$ cat src/rtl/fp_add_norm_sequencer.sv
// Normalization sequencer between the FP adder mantissa add and pack/round stages.
// Define FP_NORM_FAST_EN to replace the bit-serial left shift with a one-cycle leading-one shift.
module fp_add_norm_sequencer #(
  parameter int MENT_WIDTH = 23,
  parameter int EXP_WIDTH  = 8
) (
  input  logic                  clk,
  input  logic                  rst,
  input  logic                  in_valid,
  output logic                  in_ready,
  input  logic                  in_sign,
  input  logic [EXP_WIDTH-1:0]  in_exponent,
  input  logic [MENT_WIDTH+1:0] in_sum,
  output logic                  out_valid,
  input  logic                  out_ready,
  output logic                  out_sign,
  output logic [EXP_WIDTH-1:0]  out_exponent,
  output logic [MENT_WIDTH-1:0] out_mentissa,
  output logic                  out_zero,
  output logic                  out_overflow,
  output logic                  out_underflow
);

  // state   | meaning
  // S_IDLE  | waiting for a stage-3 result (in_ready high)
  // S_CHECK | classify captured sum: zero / carry / normalized / denormal / needs shift
  // S_SHIFT | left-normalize, decrementing the exponent
  // S_DONE  | result presented, held until stage 5 accepts
  typedef enum logic [1:0] {S_IDLE, S_CHECK, S_SHIFT, S_DONE} state_t;

  localparam int SW = MENT_WIDTH + 2;
  localparam logic [EXP_WIDTH-1:0] EXP_MAX = '1;
  localparam logic [EXP_WIDTH-1:0] EXP_ONE = EXP_WIDTH'(1);

  state_t               r_state, w_state_nxt;
  logic [SW-1:0]        r_sum, w_sum_nxt;
  logic [EXP_WIDTH-1:0] r_exp, w_exp_nxt;
  logic                 r_sign, w_sign_nxt;
  logic                 r_zero, w_zero_nxt;
  logic                 r_ovf, w_ovf_nxt;
  logic                 r_unf, w_unf_nxt;
  logic [SW-1:0]        w_sum_shr;
  logic [EXP_WIDTH-1:0] w_exp_m1;

  assign w_sum_shr = r_sum >> 1;
  assign w_exp_m1  = r_exp - EXP_ONE;

`ifdef FP_NORM_FAST_EN
  localparam int KW = $clog2(MENT_WIDTH + 1);
  logic [KW-1:0]        w_lz;
  logic [EXP_WIDTH-1:0] w_k_ext;
  logic [EXP_WIDTH-1:0] w_shamt;
  logic                 w_unf_fast;
  logic [SW-1:0]        w_sum_fast;

  // Ascending scan so the highest set bit determines the leading-zero count.
  always_comb begin
    w_lz = '0;
    for (int i = 0; i <= MENT_WIDTH; i++) begin
      if (r_sum[i]) w_lz = KW'(MENT_WIDTH - i);
    end
  end

  assign w_k_ext    = EXP_WIDTH'(w_lz);
  assign w_unf_fast = (w_k_ext > w_exp_m1);
  assign w_shamt    = w_unf_fast ? w_exp_m1 : w_k_ext;
  assign w_sum_fast = r_sum << w_shamt;
`else
  logic [SW-1:0] w_sum_shl;
  assign w_sum_shl = r_sum << 1;
`endif

  always_ff @(posedge clk or posedge rst) begin
    if (rst) begin
      r_state <= S_IDLE;
      r_sum   <= '0;
      r_exp   <= '0;
      r_sign  <= 1'b0;
      r_zero  <= 1'b0;
      r_ovf   <= 1'b0;
      r_unf   <= 1'b0;
    end else begin
      r_state <= w_state_nxt;
      r_sum   <= w_sum_nxt;
      r_exp   <= w_exp_nxt;
      r_sign  <= w_sign_nxt;
      r_zero  <= w_zero_nxt;
      r_ovf   <= w_ovf_nxt;
      r_unf   <= w_unf_nxt;
    end
  end

  always_comb begin
    w_state_nxt = r_state;
    w_sum_nxt   = r_sum;
    w_exp_nxt   = r_exp;
    w_sign_nxt  = r_sign;
    w_zero_nxt  = r_zero;
    w_ovf_nxt   = r_ovf;
    w_unf_nxt   = r_unf;
    case (r_state)
      S_IDLE: begin
        if (in_valid) begin
          w_sign_nxt  = in_sign;
          w_exp_nxt   = in_exponent;
          w_sum_nxt   = in_sum;
          w_state_nxt = S_CHECK;
        end
      end
      S_CHECK: begin
        w_state_nxt = S_DONE;
        if (r_sum == '0) begin
          w_exp_nxt  = '0;
          w_zero_nxt = 1'b1;
        end else if (r_sum[SW-1]) begin
          // An already-saturated exponent also saturates rather than wrapping.
          if (r_exp >= EXP_MAX - EXP_ONE) begin
            w_exp_nxt = EXP_MAX;
            w_sum_nxt = {w_sum_shr[SW-1:MENT_WIDTH], {MENT_WIDTH{1'b0}}};
            w_ovf_nxt = 1'b1;
          end else begin
            w_exp_nxt = r_exp + EXP_ONE;
            w_sum_nxt = w_sum_shr;
          end
        end else if (r_sum[MENT_WIDTH]) begin
          w_state_nxt = S_DONE;
        end else if (r_exp == '0) begin
          w_unf_nxt = 1'b1;
        end else begin
          w_state_nxt = S_SHIFT;
        end
      end
      S_SHIFT: begin
`ifdef FP_NORM_FAST_EN
        w_sum_nxt   = w_sum_fast;
        w_exp_nxt   = w_unf_fast ? '0 : (r_exp - w_shamt);
        w_unf_nxt   = w_unf_fast;
        w_state_nxt = S_DONE;
`else
        if (r_exp == EXP_ONE && !r_sum[MENT_WIDTH]) begin
          w_exp_nxt   = '0;
          w_unf_nxt   = 1'b1;
          w_state_nxt = S_DONE;
        end else begin
          w_sum_nxt = w_sum_shl;
          w_exp_nxt = w_exp_m1;
          if (w_sum_shl[MENT_WIDTH]) w_state_nxt = S_DONE;
        end
`endif
      end
      S_DONE: begin
        if (out_ready) begin
          w_zero_nxt  = 1'b0;
          w_ovf_nxt   = 1'b0;
          w_unf_nxt   = 1'b0;
          w_state_nxt = S_IDLE;
        end
      end
      default: w_state_nxt = S_IDLE;
    endcase
  end

  assign in_ready      = (r_state == S_IDLE);
  assign out_valid     = (r_state == S_DONE);
  assign out_sign      = r_sign;
  assign out_exponent  = r_exp;
  assign out_mentissa  = r_sum[MENT_WIDTH-1:0];
  assign out_zero      = r_zero;
  assign out_overflow  = r_ovf;
  assign out_underflow = r_unf;

endmodule

$ cat config.mk
export PLATFORM = sky130hd
export DESIGN_NAME = fp_add_norm_sequencer
export DESIGN_NICKNAME = d
export VERILOG_FILES = /design/src/rtl/fp_add_norm_sequencer.sv
export SDC_FILE = /design/constraint.sdc
export NUM_CORES = 1
export LEC_CHECK = 0
export ABC_AREA = 1
export CORE_MARGIN = 3
export CORE_UTILIZATION = 42
export DETAILED_ROUTE_END_ITERATION = 10
export PLACE_DENSITY = 0.8
export SYNTH_ARGS = -nofsm -noshare
export SYNTH_HDL_FRONTEND = slang
export SYNTH_SLANG_ARGS = --single-unit
$ cat constraint.sdc
create_clock -name clk -period 3.5 [get_ports clk]
set_input_delay 0.7 -clock clk [delete_from_list [all_inputs] [get_ports clk]]
set_output_delay 0.7 -clock clk [all_outputs]
set_load 0.01 [all_outputs]
==> flow_summary.yaml <==
synth:
  synth_async_sr_flop_share_pct: 100.0
  synthTopCellsByCount: "126 x nand2_1, 50 x nand3_1, 39 x dfrtp_1, 39 x o21ai_0, 37 x nor2_1"
  synth-main-ff-cell: "dfrtp_1"
  syn_area_um2: 3058
  syn_nets: 496
  synth_cell_types: 29
  synth_top_area_cell: "dfrtp_1"
  netlist_top_cells_area: "dfrtp_1 32%, nand2_1 15%, nand3_1 8.2%, o21ai_0 6.4%, buf_4 6.1%"
  synth_edf_count: 0
  synth_area_per_cell_um2: 6.795
  synth.most_common_cell: "nand2_1"
  yosys.area.top_type_share_pct: 31.91
  synth-seq-cells: 39
  yosys_warnings: 0
  ys_seq_area_share_pct: 31.91
  synthCells: 450
critical_path:
  max_stage_delay_ps: 730
  critPathBufInv: 3
  crit_top_cell: "nand2_1"
  start_kind: "register"
  path_class: "reg -> reg"
  worstPathArrival_ps: 2690
  r2r-start: "r_state[0]"
  setup.worst_path.end_class: "register"
  cp_data_required_time_ps: 3690
  crit_family: "simple AND/OR/NAND/NOR gates"
  crit_path_cell_trace: "inv_1 > ha_1 > inv_1 > nor2_2 > nand2_1 > nand2_1 > inv_1 > nand2_1 > nand2_1"
  cp_max_fo: 23
  crit_start: "r_state[0]"
  slowest_stage: "ha_1"
timing:
  max_slew_margin_pct: 41.98
  min_period_ps: 2500
  fmax_mhz: 400.0
  rsz0062_at_grt: "no"
  hold_viol_final: 0
  drv_slew: 0
  setup_slack_ps: 1000
  setup_tns_ps: 0
  tightestPinTransition_ps: 870.3
  fin_hold_ws_ps: 497.7
  setup_violations: 0
  finalCritPeriodShare_pct: 71.43
  skew_ps: 8.159
routing:
  drc: 0
  via_per_inst: 5.261
  wl_per_cell_um: 13.72
  via_count: 3088
  dr.pass1.iters: 4
  ant_nets: 0
  initialDrtViolationCount: 256
  routed_wl_um: 8051
power_and_ir_drop:
  p_switching_mw: 2.134
  clock_power_share_pct: 7.8
  p_comb_share_pct: 67.2
  p_seq_share_pct: 25.0
  p_leak_nw: 1.660
  p_total_mw: 4.111
  p_int_mw: 1.977
  ir_worst_vdd_uv: 710.7
  swShare_pct: 51.91
  p_per_area_nw_per_um2: 1104
worst_hold_path:
  hp-class: "reg -> reg"
  hp-start: "out_overflow"
global_routing:
  grt_pass1_vias: 2880
  antenna_found_initial: 0
  grt_use_total_pct: 19.57
  overflow: 0
  grt_pass1_wl_um: 13610
  grt_max_degree: 45
finish:
  fin_nets: 536
  finalCoreUtilization_pct: 53.64
  fillers: 667
  antennaDiodeCount: 0
  layout.cells.non_filler: 587
  drive_above_1_share_pct: 6.925
  final_area_um2: 3725
  area_delta_synth_final_pct: 21.81
clock_tree:
  cts_hold_buf: 0
  cts_setup_buffers: 0
  cts_buffers: 5
  cts_tree: "built"
  clk_latency_ps: 300
  cts_buffer_depth: 2
  root_buffer: "clkbuf_8"
  cts.sinks: 39
  cts_resized: 0
  clk_pin_slew_ps: 80
  htreeDepth: 2
run_status:
  status: "complete, no violations"
die:
  die_area_um2: 8340
  initial_core_util_pct: 44.04
  die_h_um: 91.33
  ios: 75
  fp.dieW_um: 91.33
  core_um2: 6944
  rows: 30
run:
  max_cap_violations: 0
placement:
  portBuffers: 74
  hpwl_um: 5700
  place_area_um2: 3636
  place_inst: 579
  gp_congestion: 0.8777
  post-place-ws_ps: 980.7
[power by group through the flow]
stage / clock (mW) / combinational (mW) / sequential [mW]
5_1_grt: 0.347 / 3.13 / 1.07
6_report: 0.322 / 2.76 / 1.03
3_3_place_gp: 0 / 2.69 / 1.02
3_5_place_dp: 0 / 2.75 / 1.03
2_1_floorplan: 0 / 2.22 / 0.940
4_1_cts: 0.321 / 2.76 / 1.02
[routing by layer]
metal  part of all wire [%]  up-vias  GRT usage (%)
met2                     47      141          31.76
met4                    1.4        0          5.276
li1                       -     1529              -
met5                      0        -              0
met3                    7.5       14          3.728
met1                     44     1404          26.68
[tightest hold or removal path, delay by kind of cell, from the launching register on]
| family | cells | cell delay [ps] |
|---|---|---|
| DFF | 1 | 350 |
| and+or+nand+nor | 1 | 50 |
| AOI/OAI and AO/OA | 1 | 60 |
[final timing paths]
check	endpoint	slack, ps	cells after the start
worst max-delay path	r_state[0]	1000	9
worst min-delay path	out_overflow	500	2
worst max register to register	r_state[0]	1000	9
worst min register to register	out_overflow	500	2
max in group asynchronous	out_underflow	2320	3
min in group asynchronous	out_exponent[7]	830	3
[layout by cell type, fill, tap and decap left out, types with 8 or more instances in the layout]
cell	netlist	routed
a21oi_1	28	28
clkdlybuf4s50_1	0	74
dfrtp_1	39	39
ha_1	8	8
inv_1	28	28
nand2_1	126	126
nand3_1	50	50
nor2_1	37	37
nor2_2	8	8
o21ai_0	39	39
o21ai_1	21	21
[layout make-up]
cell class	instances	area (um2)	area share, %
Timing Repair Buffer	77	763.2	20.49
Tap cell	96	120.1	3.225
Sequential cell	39	975.9	26.20
Inverter	30	112.6	3.023
Clock buffer	5	68.82	1.847
Clock inverter	3	20.02	0.5375
Multi-Input combinational cell	337	1664	44.68
[sequential cells by signal, indices dropped and copies added (netlist names)]
name / count
out_underflow: 1
out_sign: 1
out_exponent: 8
r_sum: 25
r_state: 2
out_zero: 1
out_overflow: 1
[kinds of logic (layout without fill, tap and decap cells)]
family / after synthesis / after routing / synth area share [%]
AO/OA/AOI/OAI: 92 / 92 / 16.12
buffers and inverters: 74 / 115 / 13.67
AND/OR/NAND/NOR: 236 / 236 / 34.74
adder cells (fa/ha/maj): 8 / 8 / 3.273
XOR/XNOR: 1 / 1 / 0.2865
flip-flops: 39 / 39 / 31.92
No activity file was read; power rests on OpenSTA's default activity.
